### src/rtl/hilo_pkg.sv
// -----------------------------------------------------------------------------
// hilo_pkg -- shared types and constants for the HI/LO controller.
//   hilo_state_e   : controller FSM states (idle, multiply run, divide run)
//   hilo_wsel_e    : write-select for the HI/LO storage mux
//   DATA_W / CNT_W : datapath width and run-counter width
//   TIMEOUT_CYCLES : run length after which an operation is abandoned
//                    (only used when HILO_TIMEOUT_EN is defined)
//   cnt_sat_inc()  : saturating increment for the run counter
// -----------------------------------------------------------------------------
package hilo_pkg;

  localparam int DATA_W         = 32;
  localparam int CNT_W          = 6;
  localparam int TIMEOUT_CYCLES = 40;

  typedef enum logic [1:0] {
    ST_IDLE  = 2'd0,
    ST_M_RUN = 2'd1,
    ST_D_RUN = 2'd2
  } hilo_state_e;

  typedef enum logic [1:0] {
    WSEL_NONE = 2'd0,
    WSEL_MULT = 2'd1,
    WSEL_DIV  = 2'd2,
    WSEL_MOVE = 2'd3
  } hilo_wsel_e;

  // Counter sticks at all-ones so a long run never wraps back to zero,
  // where the finish flag would be treated as stale again.
  function automatic logic [CNT_W-1:0] cnt_sat_inc(input logic [CNT_W-1:0] c);
    return (&c) ? c : c + 1'b1;
  endfunction

endpackage

### src/rtl/hilo_regs.sv
// -----------------------------------------------------------------------------
// hilo_regs -- HI/LO architectural registers with write-select mux.
//   i_clk, i_rst_n         : clock, asynchronous active-low reset
//   i_sel                  : which source writes this cycle (none/mult/div/move)
//   i_mult_hi, i_mult_lo   : multiplier result halves
//   i_div_hi, i_div_lo     : divider remainder / quotient
//   i_mthi_wr, i_mtlo_wr   : individual HI/LO enables for WSEL_MOVE
//   i_wr_data              : register-file data for mthi/mtlo
//   o_hi, o_lo             : register contents, no read latency
// -----------------------------------------------------------------------------
module hilo_regs
  import hilo_pkg::*;
(
  input  logic              i_clk,
  input  logic              i_rst_n,
  input  hilo_wsel_e        i_sel,
  input  logic [DATA_W-1:0] i_mult_hi,
  input  logic [DATA_W-1:0] i_mult_lo,
  input  logic [DATA_W-1:0] i_div_hi,
  input  logic [DATA_W-1:0] i_div_lo,
  input  logic              i_mthi_wr,
  input  logic              i_mtlo_wr,
  input  logic [DATA_W-1:0] i_wr_data,
  output logic [DATA_W-1:0] o_hi,
  output logic [DATA_W-1:0] o_lo
);

  logic [DATA_W-1:0] r_hi;
  logic [DATA_W-1:0] r_lo;

  // NOTE: HI/LO are software-visible state that must read as zero after
  // reset, so they take the async reset like any control flop; non-blocking
  // assignments keep every flop sampling pre-edge values.
  always_ff @(posedge i_clk or negedge i_rst_n) begin
    if (!i_rst_n) begin
      r_hi <= '0;
      r_lo <= '0;
    end else begin
      case (i_sel)
        WSEL_MULT: begin
          r_hi <= i_mult_hi;
          r_lo <= i_mult_lo;
        end
        WSEL_DIV: begin
          r_hi <= i_div_hi;
          r_lo <= i_div_lo;
        end
        WSEL_MOVE: begin
          if (i_mthi_wr) r_hi <= i_wr_data;
          if (i_mtlo_wr) r_lo <= i_wr_data;
        end
        default: ;
      endcase
    end
  end

  assign o_hi = r_hi;
  assign o_lo = r_lo;

endmodule

### src/rtl/hilo_ctrl.sv
// -----------------------------------------------------------------------------
// hilo_ctrl -- sequences multiply/divide units and owns the HI/LO registers.
//   i_clk, i_rst_n                 : clock, asynchronous active-low reset
//   i_start_mult, i_start_div      : one-cycle operation requests (mult wins)
//   i_mult_done, i_mult_hi/lo      : multiplier finish flag and result
//   i_div_done, i_div_hi/lo        : divider finish flag, remainder, quotient
//   i_div_by_zero                  : divider zero-divisor flag
//   i_mthi_wr, i_mtlo_wr, i_wr_data: direct HI/LO writes (idle only)
//   o_mult_control, o_div_control  : level enables to the units
//   o_hi_out, o_lo_out             : current HI/LO
//   o_busy                         : operation in flight
//   o_done, o_div_zero_exc,
//   o_timeout_err                  : one-cycle status pulses
// Build option: define HILO_TIMEOUT_EN to abandon a run after TIMEOUT_CYCLES;
// otherwise o_timeout_err is tied low and a run waits indefinitely.
// -----------------------------------------------------------------------------
module hilo_ctrl
  import hilo_pkg::*;
(
  input  logic              i_clk,
  input  logic              i_rst_n,
  input  logic              i_start_mult,
  input  logic              i_start_div,
  input  logic              i_mult_done,
  input  logic [DATA_W-1:0] i_mult_hi,
  input  logic [DATA_W-1:0] i_mult_lo,
  input  logic              i_div_done,
  input  logic [DATA_W-1:0] i_div_hi,
  input  logic [DATA_W-1:0] i_div_lo,
  input  logic              i_div_by_zero,
  input  logic              i_mthi_wr,
  input  logic              i_mtlo_wr,
  input  logic [DATA_W-1:0] i_wr_data,
  output logic              o_mult_control,
  output logic              o_div_control,
  output logic [DATA_W-1:0] o_hi_out,
  output logic [DATA_W-1:0] o_lo_out,
  output logic              o_busy,
  output logic              o_done,
  output logic              o_div_zero_exc,
  output logic              o_timeout_err
);

  hilo_state_e      r_state,    w_state_nxt;
  logic [CNT_W-1:0] r_cnt,      w_cnt_nxt;
  logic             r_mult_ctl, w_mult_ctl_nxt;
  logic             r_div_ctl,  w_div_ctl_nxt;
  logic             r_done,     w_done_nxt;
  logic             r_dz,       w_dz_nxt;
  hilo_wsel_e       w_sel;
  logic             w_accept;
`ifdef HILO_TIMEOUT_EN
  localparam logic [CNT_W-1:0] TIMEOUT_LAST = CNT_W'(TIMEOUT_CYCLES - 1);
  logic             r_timeout,  w_timeout_nxt;
`endif

  always_ff @(posedge i_clk or negedge i_rst_n) begin
    if (!i_rst_n) begin
      r_state    <= ST_IDLE;
      r_cnt      <= '0;
      r_mult_ctl <= 1'b0;
      r_div_ctl  <= 1'b0;
      r_done     <= 1'b0;
      r_dz       <= 1'b0;
    end else begin
      r_state    <= w_state_nxt;
      r_cnt      <= w_cnt_nxt;
      r_mult_ctl <= w_mult_ctl_nxt;
      r_div_ctl  <= w_div_ctl_nxt;
      r_done     <= w_done_nxt;
      r_dz       <= w_dz_nxt;
    end
  end

`ifdef HILO_TIMEOUT_EN
  always_ff @(posedge i_clk or negedge i_rst_n) begin
    if (!i_rst_n) r_timeout <= 1'b0;
    else          r_timeout <= w_timeout_nxt;
  end
`endif

  // NOTE: every variable gets its default before the case so no path can
  // leave one unassigned and infer a latch.
  always_comb begin
    w_state_nxt    = r_state;
    w_cnt_nxt      = cnt_sat_inc(r_cnt);
    w_mult_ctl_nxt = r_mult_ctl;
    w_div_ctl_nxt  = r_div_ctl;
    w_done_nxt     = 1'b0;
    w_dz_nxt       = 1'b0;
    w_sel          = WSEL_NONE;
    w_accept       = 1'b0;
`ifdef HILO_TIMEOUT_EN
    w_timeout_nxt  = 1'b0;
`endif

    case (r_state)
      ST_IDLE: begin
        w_cnt_nxt = '0;
        // A direct write is still performed alongside an accepted start;
        // the eventual result simply overwrites it.
        if (i_mthi_wr || i_mtlo_wr) w_sel = WSEL_MOVE;
        if (i_start_mult) begin
          w_state_nxt    = ST_M_RUN;
          w_mult_ctl_nxt = 1'b1;
        end else if (i_start_div) begin
          w_state_nxt   = ST_D_RUN;
          w_div_ctl_nxt = 1'b1;
        end
      end

      ST_M_RUN, ST_D_RUN: begin
        // At counter 0 the unit has not yet seen its enable, so its finish
        // flag still belongs to the previous operation.
        w_accept = (r_cnt != '0) &&
                   ((r_state == ST_M_RUN) ? i_mult_done : i_div_done);
        if (w_accept) begin
          w_state_nxt    = ST_IDLE;
          w_cnt_nxt      = '0;
          w_mult_ctl_nxt = 1'b0;
          w_div_ctl_nxt  = 1'b0;
          if (r_state == ST_M_RUN) begin
            w_sel      = WSEL_MULT;
            w_done_nxt = 1'b1;
          end else if (i_div_by_zero) begin
            w_dz_nxt = 1'b1;
          end else begin
            w_sel      = WSEL_DIV;
            w_done_nxt = 1'b1;
          end
        end
`ifdef HILO_TIMEOUT_EN
        else if (r_cnt == TIMEOUT_LAST) begin
          w_state_nxt    = ST_IDLE;
          w_cnt_nxt      = '0;
          w_mult_ctl_nxt = 1'b0;
          w_div_ctl_nxt  = 1'b0;
          w_timeout_nxt  = 1'b1;
        end
`endif
      end

      default: begin
        w_state_nxt    = ST_IDLE;
        w_cnt_nxt      = '0;
        w_mult_ctl_nxt = 1'b0;
        w_div_ctl_nxt  = 1'b0;
      end
    endcase
  end

  hilo_regs u_regs (
    .i_clk     (i_clk),
    .i_rst_n   (i_rst_n),
    .i_sel     (w_sel),
    .i_mult_hi (i_mult_hi),
    .i_mult_lo (i_mult_lo),
    .i_div_hi  (i_div_hi),
    .i_div_lo  (i_div_lo),
    .i_mthi_wr (i_mthi_wr),
    .i_mtlo_wr (i_mtlo_wr),
    .i_wr_data (i_wr_data),
    .o_hi      (o_hi_out),
    .o_lo      (o_lo_out)
  );

  assign o_mult_control = r_mult_ctl;
  assign o_div_control  = r_div_ctl;
  assign o_busy         = (r_state != ST_IDLE);
  assign o_done         = r_done;
  assign o_div_zero_exc = r_dz;
`ifdef HILO_TIMEOUT_EN
  assign o_timeout_err  = r_timeout;
`else
  assign o_timeout_err  = 1'b0;
`endif

endmodule

### config.mk
export PLATFORM = sky130hd
export DESIGN_NAME = hilo_ctrl
export DESIGN_NICKNAME = d
export VERILOG_FILES = /design/src/rtl/hilo_pkg.sv /design/src/rtl/hilo_regs.sv /design/src/rtl/hilo_ctrl.sv
export SDC_FILE = /design/constraint.sdc
export NUM_CORES = 1
export LEC_CHECK = 0
export CAP_MARGIN = 20
export CORE_ASPECT_RATIO = 0.6
export CORE_MARGIN = 1.5
export CORE_UTILIZATION = 40
export DETAILED_ROUTE_END_ITERATION = 12
export GPL_ROUTABILITY_DRIVEN = 0
export PLACE_DENSITY_LB_ADDON = 0.12
export SYNTH_ARGS = -nofsm -noshare
export SYNTH_HDL_FRONTEND = slang
export SYNTH_SLANG_ARGS = --single-unit
### constraint.sdc
create_clock -name i_clk -period 2.5 [get_ports i_clk]
set_input_delay 0.375 -clock i_clk [delete_from_list [all_inputs] [get_ports i_clk]]
set_output_delay 0.375 -clock i_clk [all_outputs]
set_load 0.02 [all_outputs]
# Yosys cells after proc, flatten, opt, wreduce, memory -nomap -nowiden
# Cells that the tools add are included.
[word_totals] ff_bits=76 input_bits=169 out_inout_bits=70 wordCells=66
[classes] addsub=1 n_eq_ne=13 mux=31 reduce_logical=13
[op_table] operator="$pmux 32 s3" n=2
[op_table] operator="$mux 32" n=2
[op_table] operator="$mux 6" n=3
[op_table] operator="$mux 2" n=7
[op_table] operator="$mux 1" n=13
[op_table] operator="$ne 2x2->1 const B" n=6
[op_table] operator="$pmux 2 s2" n=2
[op_table] operator="$reduce_and 2->1" n=4
[op_table] operator="$add 6x1->6 const B" n=1
[op_table] operator="$eq 2x2->1 const B" n=3
[op_table] operator="$ne 3x3->1 const B" n=2
[op_table] operator="$reduce_and 6->1" n=1
[op_table] operator="$reduce_bool 6->1" n=1
[op_table] operator="$eq 2x1->1 const B" n=2
[op_table] operator="$pmux 1 s2" n=2
[op_table] operator="$reduce_and 3->1" n=1
[op_table] operator="$reduce_bool 3->1" n=1
[op_table] operator="$logic_not 2->1" n=1
[op_table] operator="$reduce_bool 2->1" n=1
[op_table] operator="$reduce_or 2->1" n=1
[op_table] operator="$logic_and 1x1->1" n=1
[op_table] operator="$logic_or 1x1->1" n=1

# Longest topological paths before layout
[depth] word_depth=8 depth_mapped=9 depth_no_buf=6

# Hierarchy
# From an unflattened synthesis, not the netlist that was laid out.
[unflattened] cells_unflattened=332 area_unflattened_um2=4136.5
[by_module_without_submodules] mod="hilo_regs" n_inst=1 cells_per_inst=255 area_per_inst_um2=3393.3
[by_module_without_submodules] mod="hilo_ctrl" n_inst=1 cells_per_inst=77 area_per_inst_um2=743.2

# Worst setup path before layout
# OpenSTA, ideal clock, no wires.
[synth_path] path_type="register to register" startpoint="reg r_state[0]" endpoint="reg u_regs.r_lo[0] (netlist: u_regs.o_lo[0])" setup_time_ns=0.129 t_arrival_ns=1.847 required_time_ns=2.371 setup_slack_ns=0.524 stages_incl_launch_ff=8 path_cell_list="dfrtp_1 > inv_1 > ha_1 > nand4bb_1 > a21o_1 > a21oi_1 > buf_2 > a21oi_1"
[synth_between] elab_chain_len=8 elab_cells_between_ends=16 cone_classes="6 x eq/ne; 5 x mux; 5 x reduce/logical"
[synth_rtl] element="from (decl)" line="hilo_ctrl.sv:44" rtl="hilo_state_e r_state, w_state_nxt;"
[synth_rtl] element="from (signal assigned)" line="hilo_ctrl.sv:66" rtl="r_state <= w_state_nxt;"
[synth_rtl] element="$eq 2x1->1" line="hilo_ctrl.sv:97, hilo_ctrl.sv:116, hilo_ctrl.sv:122"
[synth_rtl] element="$mux 1" line="hilo_ctrl.sv:116" rtl="((r_state == ST_M_RUN) ? i_mult_done : i_div_done);"
[synth_rtl] element="$logic_and 1x1->1" line="hilo_ctrl.sv:115" rtl="w_accept = (r_cnt != '0) &&"
[synth_rtl] element="$mux 2" line="hilo_ctrl.sv:117" rtl="if (w_accept) begin"
[synth_rtl] element="$pmux 2 s2 (*)" line="hilo_ctrl.sv:97" rtl="case (r_state)"
[synth_rtl] element="$eq 2x2->1 or $eq 2x1->1 (tied branches)" line="hilo_regs.sv:39" rtl="case (i_sel)"
[synth_rtl] element="$ne 2x2->1 (no line) or $reduce_bool 3->1 (tied branches)"
[synth_rtl] element="$reduce_and 2->1 (no line)"
[synth_rtl] element="to (signal assigned)" line="hilo_regs.sv:42" rtl="r_lo <= i_mult_lo;"
[synth_rtl] element="to (signal assigned)" line="hilo_regs.sv:46" rtl="r_lo <= i_div_lo;"
[synth_rtl] element="to (signal assigned)" line="hilo_regs.sv:50" rtl="if (i_mtlo_wr) r_lo <= i_wr_data;"
[synth_rtl] element="to (decl)" line="hilo_regs.sv:29" rtl="logic [DATA_W-1:0] r_lo;"
# Every way passes the cells marked *; elsewhere a longest branch is shown, timed or not.
# A chain may end at the register's enable or synchronous reset.

# Worst setup path in the final report
[layout_path] startpoint="reg r_state[0]" endpoint="out o_busy"
[layout_between] elab_chain_len=1
[layout_rtl] element="$reduce_bool 2->1" line="hilo_ctrl.sv:169" rtl="assign o_busy = (r_state != ST_IDLE);"
[layout_rtl] element="to (decl)" line="hilo_ctrl.sv:38" rtl="output logic o_busy,"
# No other way between the ends.

==> impl_metrics.env <==
export IMPL_ys_warn_count=0
export IMPL_critPathRequiredTime_ns=2.12
export IMPL_drc=0
export IMPL_crit_type="flop to primary output"
export IMPL_cts_tree="built"
export IMPL_powerDensity_mw_per_mm2=1150
export IMPL_grt_pass1_wl_mm=25.8
export IMPL_worst_path_max_fanout=9
export IMPL_die_width_um=141
export IMPL_htreeDepth=3
export IMPL_crit_path_end_kind="primary output"
export IMPL_coreArea_mm2=0.0108
export IMPL_fill_cells=852
export IMPL_drv_cap=0
export IMPL_crit_top_cell="inv_1"
export IMPL_cts_root_buf="clkbuf_16"
export IMPL_synthCells=442
export IMPL_ys_seq_area_share_pct=41.8
export IMPL_max_slew_margin_pct=63.5
export IMPL_grt_overflow=0
export IMPL_ctsResizeCount=0
export IMPL_cp_arrival_ns=1.89
export IMPL_postSynthAreaPerCell_um2=10.3
export IMPL_regToRegStartpoint="r_state[0]"
export IMPL_num_antenna_cells=0
export IMPL_die_h_um=85.6
export IMPL_finClkSkew_ns=0.00895
export IMPL_start_util_pct=42.1
export IMPL_drive_gt1_share_pct=6.82
export IMPL_vias=4631
export IMPL_crit_start="r_state[0]"
export IMPL_track_usage_pct=27.4
export IMPL_min_period_ns=2.27
export IMPL_outcome="completed"
export IMPL_clkSlewWorstSetupHoldPaths_ns=0.06
export IMPL_synth_area_mm2=0.00455
export IMPL_r2r_end="u_regs.o_lo[22]"
export IMPL_final_setup_tns_ns=0
export IMPL_io_pins=239
export IMPL_drtIter0Drc=249
export IMPL_slowest_delay_ns=0.61
export IMPL_grt_setup_unrepaired="no"
export IMPL_leakage_nw=3.01
export IMPL_antenna_found_initial=0
export IMPL_dieArea_mm2=0.0120
export IMPL_clock_fmax_mhz=441
export IMPL_finalSetupViolCount=0
export IMPL_clock_sinks=76
export IMPL_final_util_pct=68.8
export IMPL_irDropWorstVdd_uv=576
export IMPL_rrSetupSlack_ns=0.28
export IMPL_post_cts_buffers=0
export IMPL_dr_pass1_iters=5
export IMPL_crit_slowest_cell="clkdlybuf4s50_1"
export IMPL_vias_per_cell=5.70
export IMPL_grt_max_degree=77
export IMPL_worst_setup_path_start_kind="flop"
export IMPL_wirelength_mm=16.3
export IMPL_tightest_slew_ns=0.545
export IMPL_layout_nets=843
export IMPL_r2r_cells=7
export IMPL_drtAntennaViolNets=0
export IMPL_avgRoutedWirePerCell_um=20.1
export IMPL_portBuffers=237
export IMPL_synth_fp_nets=616
export IMPL_path_cells="inv_1, ha_1, buf_4, inv_1, clkdlybuf4s50_1"
export IMPL_crit_family="buffers and inverters"
export IMPL_dpl_hpwl_mm=11.9
export IMPL_max_clock_path_buffers=2
export IMPL_cts_buffers=9
export IMPL_timing_final_crit_share_pct=90.7
export IMPL_drv_slew=0
export IMPL_insertion_delay_ns=0.34
export IMPL_areaGrowthSynthToFinish_pct=63.4
export IMPL_row_count=29
export IMPL_holdBufCountCts=0
export IMPL_hold_class="primary input to asynchronous set/reset pin"
export IMPL_grt_pass1_vias=4795
export IMPL_worstPathBufferInverterCount=4
export IMPL_cp_depth=5
export IMPL_ys_types=39
export IMPL_synth_seq_cells=76
export IMPL_hold_viol=0
export IMPL_endpoint="o_busy"
==> where the power goes <==
group	leakage [nW]	switching [mW]	internal [mW]
sequential	0.877	0.344	1.83
combinational	1.98	2.60	2.42
clock	0.148	0.536	0.829
==> state kept, by name, summed over array words and instances, names as in the netlist <==
| name | cells |
|---|---|
| r_state | 2 |
| u_regs.o_lo | 32 |
| o_div_zero_exc | 1 |
| o_mult_control | 1 |
| r_cnt | 6 |
| u_regs.o_hi | 32 |
| o_done | 1 |
| o_div_control | 1 |
==> kinds of logic (layout without fill, tap and decap cells) <==
family	after synthesis	count (layout)	synth area share, %
AOI/OAI and AO/OA	153	153	24.0
xor gates and xnor gates	1	1	0.192
adders and majority gates	5	5	1.37
buffers and inverters	48	280	5.55
DFF	76	76	41.8
muxes	65	65	14.3
other	1	1	0.0824
and+or+nand+nor	93	93	12.7
==> metal layers <==
metal	GRT usage, %	up-vias	part of all wire (%)	routed length [um]
met4	7.86	0	1.7	282
li1	-	2138	-	-
met5	0	-	0	0
met1	35.8	2234	43	7030
met3	7.43	26	8.6	1410
met2	45.2	233	47	7620
==> per-stage QoR <==
stage	cells	area [um^2]	setup WS, ns	power [mW]	hold WS [ns]
6_report	813	7440	0.232	8.55	0.0253
5_1_grt	813	7440	0.147	9.01	0.0788
4_1_cts	813	7440	0.229	8.57	0.0628
3_5_place_dp	797	7130	0.212	7.17	0.425
3_3_place_gp	797	7130	0.277	7.05	0.426
2_1_floorplan	442	4550	0.524	5.02	0.0794
==> worst min-delay path by stage <==
stage / slack (ns) / cells after the start / endpoint
CTS: 0.06 / 2 / u_regs.o_lo[13]
global route: 0.08 / 2 / u_regs.o_lo[23]
floorplan: 0.08 / 0 / o_div_control
global placement: 0.43 / 2 / u_regs.o_lo[23]
detailed placement: 0.43 / 2 / u_regs.o_lo[23]
finish: 0.03 / 2 / u_regs.o_lo[23]
==> worst register-to-register path, delay by kind of cell, from the launching register on <==
family | cells | cell delay [ns]
flip-flops | 1 | 0.38
adder cells (fa/ha/maj) | 1 | 0.40
AND/OR/NAND/NOR | 1 | 0.35
AO/OA/AOI/OAI | 3 | 0.66
buffers and inverters | 2 | 0.36
==> synthesized netlist by cell type, drive strengths merged <==
master,instances,share of area (%)
or3b,1,0.25
o21ai,2,0.22
nand3,2,0.22
buf,28,3.9
dfrtp,76,42
o2bb2ai,1,0.19
nand2b,67,9.2
and4b,1,0.22
or2,1,0.14
and2,3,0.41
a21o,3,0.49
a31oi,1,0.14
nor2,5,0.41
xnor2,1,0.19
o211ai,2,0.33
ha,5,1.4
nand4bb,1,0.25
a211oi,1,0.16
a21oi,68,7.5
nor3,2,0.22
a21boi,2,0.33
nor2b,1,0.14
o22a,2,0.38
mux2i,65,14
nand4,1,0.14
nand2,3,0.25
o32ai,64,12
inv,6,0.49
o22ai,1,0.14
a221oi,2,0.66
nor3b,2,0.44
clkbuf,14,1.2
o211a,1,0.22
a2bb2oi,2,0.38
o2111ai,1,0.58
and3,3,0.41
conb,1,0.082
==> placed cells by master, fill, tap and decap left out, drive strengths merged, types with 2 or more instances in the layout <==
cell type      Yosys  routed
mux2i             65      65
clkinvlp           0       2
o22a               2       2
nand3              2       2
dfrtp             76      76
a21oi             68      68
nand2b            67      67
ha                 5       5
and3               3       3
nor3               2       2
buf               28      23
nor3b              2       2
nand2              3       3
clkbuf            14      11
a2bb2oi            2       2
a221oi             2       2
inv                6       7
a21o               3       3
o32ai             64      64
and2               3       3
o211ai             2       2
o21ai              2       2
nor2               5       5
clkdlybuf4s50      0     235
a21boi             2       2
==> cell type report <==
| type | count | area (um^2) | area share (%) |
|---|---|---|---|
| Clock buffer | 11 | 253 | 3.40 |
| Tap cell | 139 | 174 | 2.34 |
| Timing Repair Buffer | 258 | 2600 | 34.9 |
| Inverter | 6 | 22.5 | 0.303 |
| Sequential cell | 76 | 1900 | 25.6 |
| Clock inverter | 5 | 58.8 | 0.791 |
| Multi-Input combinational cell | 318 | 2430 | 32.7 |
(Power assumes the default switching activity.)
